<file path="src/rtl/seq_mul_datapath.sv">
// rtl/seq_mul_datapath.sv - shift-add multiplier datapath: operand registers, accumulator, counter, product capture
module seq_mul_datapath #(
    parameter int N  = 4,
    parameter int CW = 3
) (
    input  logic           clk,
    input  logic           rst,
    input  logic           load,
    input  logic [N-1:0]   a_in,
    input  logic [N-1:0]   b_in,
    input  logic           add_multiplicant,
    input  logic           shift_multiplier_rigth,
    input  logic           count_start,
    input  logic           ready,
    output logic [N:0]     multiplier,
    output logic [CW-1:0]  count_value,
    output logic [2*N-1:0] product,
    output logic           product_valid
);

    logic [N:0]     mcand_q;
    logic [N:0]     acc_q, acc_d;
    logic [N:0]     mreg_q, mreg_d;
    logic [CW-1:0]  cnt_q, cnt_d;
    logic [2*N-1:0] prod_q;
    logic           pv_q;
    logic           ready_q;
    logic [N:0]     acc_src;
    logic           capture;

    // Add feeds the shift directly so a combined strobe is one {acc+mcand, mreg} >> 1 step.
    always_comb begin
        acc_src = add_multiplicant ? (acc_q + mcand_q) : acc_q;
        acc_d   = acc_src;
        mreg_d  = mreg_q;
        if (shift_multiplier_rigth) begin
            acc_d  = {1'b0, acc_src[N:1]};
            mreg_d = {acc_src[0], mreg_q[N:1]};
        end
        cnt_d = cnt_q;
        if (count_start && (cnt_q != {CW{1'b1}})) begin
            cnt_d = cnt_q + 1'b1;
        end
        capture = ready && !ready_q;
    end

    always_ff @(posedge clk) begin
        if (rst) begin
            mcand_q <= '0;
            acc_q   <= '0;
            mreg_q  <= '0;
            cnt_q   <= '0;
            prod_q  <= '0;
            pv_q    <= 1'b0;
            ready_q <= 1'b0;
        end else if (load) begin
            mcand_q <= {1'b0, a_in};
            mreg_q  <= {1'b0, b_in};
            acc_q   <= '0;
            cnt_q   <= '0;
            pv_q    <= 1'b0;
            ready_q <= ready;
        end else begin
            acc_q   <= acc_d;
            mreg_q  <= mreg_d;
            cnt_q   <= cnt_d;
            ready_q <= ready;
            if (capture) begin
                prod_q <= {acc_q[N-1:0], mreg_q[N:1]};
                pv_q   <= 1'b1;
            end else begin
                pv_q   <= 1'b0;
            end
        end
    end

    assign multiplier    = mreg_q;
    assign count_value   = cnt_q;
    assign product       = prod_q;
    assign product_valid = pv_q;

endmodule

</file>
<file path="config.mk">
export PLATFORM = sky130hd
export DESIGN_NAME = seq_mul_datapath
export DESIGN_NICKNAME = d
export VERILOG_FILES = /design/src/rtl/seq_mul_datapath.sv
export SDC_FILE = /design/constraint.sdc
export NUM_CORES = 1
export LEC_CHECK = 0
export CAP_MARGIN = 20
export CORE_MARGIN = 4
export CORE_UTILIZATION = 59
export DETAILED_ROUTE_END_ITERATION = 6
export DONT_BUFFER_PORTS = 1
export HOLD_SLACK_MARGIN = 0.1
export PLACE_DENSITY = 0.75
export SYNTH_ARGS = -nofsm -noshare
export SYNTH_HDL_FRONTEND = slang
export SYNTH_SLANG_ARGS = --single-unit
</file>
<file path="constraint.sdc">
create_clock -name clk -period 1.9 [get_ports clk]
set_input_delay 0.38 -clock clk [delete_from_list [all_inputs] [get_ports clk]]
set_output_delay 0.38 -clock clk [all_outputs]
set_load 0.02 [all_outputs]
</file>
After elaboration in Yosys (flattened, before gate mapping):

Cells that the tools add are included.

* RAM bits: 0
* bits in registers: 27
* memories kept: 0
* memory bits (read-only): 0
* output and inout bits: 17
* latch bits: 0
* word-level logic and storage cells: 25
* input port bits: 15

* eq/ne operators: 1
* reductions and logical operators: 7
* $mul: 0
* shift operators: 0
* magnitude comparators: 0
* bitwise gates (word level): 1
* add/sub/neg operators: 2
* multiplexer cells: 5
* div/mod/pow operators: 0

Operators with widths (count)
* $mux W4: 3
* $add A5 B4 Y5: 1
* $mux W5: 1
* $add A3 B1 Y3 const B: 1
* $ne A3 B3 Y1 const B: 1
* $reduce_or A3 Y1: 1
* $logic_and A1 B1 Y1: 2
* $reduce_and A2 Y1: 1
* $reduce_bool A2 Y1: 1
* $reduce_or A2 Y1: 1
* $logic_not A1 Y1: 1
* $mux W1: 1
* $not A1 Y1: 1

Logic depth before layout (Yosys ltp):

* depth after elaboration: 3
* mapped depth: 6
* gate-level depth less buffers: 6

Worst setup path before layout:

Ideal clock, no wire load.

* path kind: flip-flop to flip-flop
* start point: register mcand_q[0]
* end point: register acc_q[3]
* data required time: 1773 ps
* buffers on the path: 0
* library setup time: 127 ps
* cell stages (with the launch flop): 7
* period minus slack after synthesis: 1536 ps
* slack: 364 ps
* arrival time: 1408 ps
* cells stage by stage: dfxtp_1 > ha_1 > fa_1 > a211oi_1 > nor2_1 > xnor2_1 > o22ai_1

* cells in the longest elaborated chain, start to end: 3

RTL lines
* start, declared: line 21 `logic [N:0] mcand_q;`
* start signal, assigned: line 57 `mcand_q <= {1'b0, a_in};`
* $add A5 B4 Y5: line 33 `acc_src = add_multiplicant ? (acc_q + mcand_q) : acc_q;`
* $mux W5: line 33
* $mux W4: line 36 `if (shift_multiplier_rigth) begin`
* end signal, assigned: line 50 `acc_q <= '0;`
* end signal, assigned: line 59 `acc_q <= '0;`
* end signal, assigned: line 64 `acc_q <= acc_d;`
* end, declared: line 22 `logic [N:0] acc_q, acc_d;`

No other way between the ends.
A chain may end at the register's enable or synchronous reset.

Worst setup path after layout:

* start point: register acc_q[0]
* end point: register acc_q[3]

* cells in the longest elaborated chain, start to end: 3

RTL lines (line)
* $add A5 B4 Y5: 33
* $mux W5: 33
* $mux W4: 36

No other way between the ends.

==> metrics.log <==
[metrics] outcome: complete, no violations
[metrics] total number of yosys warnings: 0
[metrics] drt wl/cell: ~15 um
[metrics] PD cells: approximately 750 nW/um2
[metrics] H-tree lvl count: 1
[metrics] fraction of the cycle the final worst path needs: between 80 and 90%
[metrics] number of buffers added by the clock tree synthesis step: 3
[metrics] max cap viols: 0
[metrics] required time of the critical path: about 2.1 ns
[metrics] all-layer global routing usage: a little under a fifth
[metrics] clock transition time at the flip-flop clock pins of the worst setup and hold paths: around 0.13 ns
[metrics] floorplan core area: 1962 um2
[metrics] post-synth net total: ~150
[metrics] drt drc: 0
[metrics] critical path fanouts, max: 3
[metrics] number of routed nets with antenna violations: 0
[metrics] unrepaired setup endpoints after global routing: false
[metrics] Static Leakage: ~0.54 nW
[metrics] clock latency on the worst-skew pair: about 0.32 ns
[metrics] buffers plus inverters on the worst setup path: 0
[metrics] first-pass GRT wire length: 3.801 mm
[metrics] Die ar.: ~2900 um2
[metrics] antenna violations before repair: 0
[metrics] commonest cells after routing, fill and taps aside: sky130_fd_sc_hd__nor2_1 (27), sky130_fd_sc_hd__dfxtp_1 (27), sky130_fd_sc_hd__mux2i_1 (19), sky130_fd_sc_hd__nand2_1 (6), sky130_fd_sc_hd__ha_1 (6)
[metrics] Yosys reg bits: 27
[metrics] final setup vio count: 0
[metrics] cell area after synthesis: 1216 um2
[metrics] Max Clock Skew: 0.002372 ns
[metrics] final cell area excluding filler cells: 1275 um2
[metrics] final critical path time including I/O delays and setup: 1.698 ns
[metrics] root cell of the clock tree: sky130_fd_sc_hd__clkbuf_4
[metrics] worst min path class: in2reg
[metrics] count of final max-slew check failures: 0
[metrics] row count: 16
[metrics] placed wire-length estimate after detailed placement: approximately 1.7 mm
[metrics] number of antenna repair diodes: 0
[metrics] number of buffers between clock root and the deepest sink: 2
[metrics] Final Hold Fails: 0
[metrics] part of the Yosys area used for sequential elements: around 44%
[metrics] slowest cell on the critical path: sky130_fd_sc_hd__fa_1
[metrics] Post-Route Utilization: roughly 65%
[metrics] max_slew headroom: between 70 and 80%
[metrics] global placer's final weighted congestion: 0.8417
[metrics] Critical Path Sink Type: flip-flop
[metrics] critical path, cell by cell: ha_1 > fa_1 > a211oi_2 > nor2_1 > xnor2_1 > o22ai_1
[metrics] power consumption: between 0.9 and 1 mW
[metrics] sum of negative setup slack: 0 ns
[metrics] worst setup slack after layout: 0.2019 ns
[metrics] Area Overhead vs Synth: 4.835%
[metrics] category of the most critical setup path: reg2reg
[metrics] Chip Height: 53.40 um
[metrics] Die Span X: between 50 and 60 um
[metrics] highest cell delay on the worst timing path: around 0.43 ns
[metrics] DR iter-0 viols: 4
[metrics] post-synthesis cell type count: 27
[metrics] highest clock rate: about 590 MHz
[metrics] number of nets in the finished design: between 100 and 150
[metrics] number of search-and-repair iterations in the first detailed-routing pass: 4
[metrics] crit start category: flip-flop
[metrics] io pins: 32
[metrics] Avg Cell Area, Syn: just under 10 um2
[metrics] Peak VDD IR: approximately 0.49 mV
[metrics] Top Family by Delay on Critical Path: adder cells
[metrics] slew of the pin with the lowest slew margin: about 0.44 ns
[metrics] effective utilization at floorplan: 61.99%
[metrics] number of input and output port buffers inserted: 0
[metrics] cell count after synthesis: between 100 and 150
[metrics] worst slack, placed: a little under 0.2 ns
[metrics] largest area contributor in the netlist: sky130_fd_sc_hd__dfxtp_1
[metrics] vias in the first global route: about 830
[metrics] instance area at placement: roughly 1200 um2
[metrics] Vias: 829
[metrics] post-CTS repair timing setup buffer count: 0
[metrics] layout cell share with drive strength beyond 1: 7.200%
[metrics] global-route congestion overflow total: 0
[metrics] maximum number of pins on one net before global-route repair: 17
[metrics] Vias per Instance: 5.454
[metrics] share of the synthesized area in the top cell type: between 40% and 50%
[metrics] TritonCTS clock tree: yes
[metrics] reg-to-reg slack, setup: roughly 0.20 ns
[metrics] # clock sinks: 27
[metrics] wirelength, routed: around 2.3 mm
[metrics] data arrival time of the critical path: ~1.9 ns
[metrics] largest cells by area after synthesis: sky130_fd_sc_hd__dfxtp_1 (44%), sky130_fd_sc_hd__mux2i_1 (16%), sky130_fd_sc_hd__nor2_1 (8.3%)
[repair_timing]
item | CTS | global route
hold endpoints to repair | 5 | 11
hold buffers | 1 | 2
endpoints found under the setup margin | 0 | 1
resized for setup | 0 | 1
[per-layer routing]
metal	wire length, um	part of all wire (%)	GRT usage [%]
met5	0	0	0
met4	29	1.3	7.660
met1	1036	45	22.64
met2	1087	47	29.80
met3	149	6.5	4.507
[logic make-up after synthesis]
| family | share of synthesized area (%) |
|---|---|
| DFF | 44.44 |
| muxes | 15.64 |
| buffers and inverters | 3.909 |
| AOI/OAI and AO/OA | 7.922 |
| and+or+nand+nor | 18.11 |
| xor gates and xnor gates | 2.161 |
| adders and majority gates | 7.819 |
[power breakdown]
part | total, mW | internal [mW] | switching [mW]
clock | 0.241 | 0.0822 | 0.159
sequential | 0.615 | 0.586 | 0.0293
combinational | 0.0955 | 0.0485 | 0.0470
[stage by stage]
step	hold WS, ns	std cells
floorplan	0.4671	123
global placement	0.4537	145
detailed placement	0.4554	145
CTS	0.1007	150
global route	0.1021	152
finish	0.1106	152
[sequential cells by signal, summed over array words and instances (netlist names)]
name           flops
acc_q              5
count_value        3
mcand_q            4
multiplier         5
product            8
product_valid      1
ready_q            1
[Yosys cell counts (all sizes together)]
cell and instances:
o311a 1, o22ai 2, mux2i 19, xnor2 3
o21ai 2, nor2b 4, and2 1, clkbuf 1
and4b 1, inv 1, nor3 2, dfxtp 27
nand2 7, a211oi 3, or2 1, nor4 1
nor3b 1, a21oi 5, o32ai 1, nor2 27
ha 6, and2b 1, fa 1, buf 5
[area by class of cell]
type                    count  area (um2)
fillers                   175       686.9
well taps                  27       33.78
clock buffers               4       26.28
multi-input cells          89       633.1
inverters                   1       3.754
flip-flops and latches     27       540.5
repair buffers              4       37.54
[worst paths after layout]
kind	cells after the start	from	end
setup / recovery	6	acc_q[0]	acc_q[3]
hold / removal	1	rst	mcand_q[2]
setup reg to reg	6	acc_q[0]	acc_q[3]
hold reg to reg	2	mcand_q[2]	mcand_q[2]
Note: power is estimated with default switching activity, not from simulation.
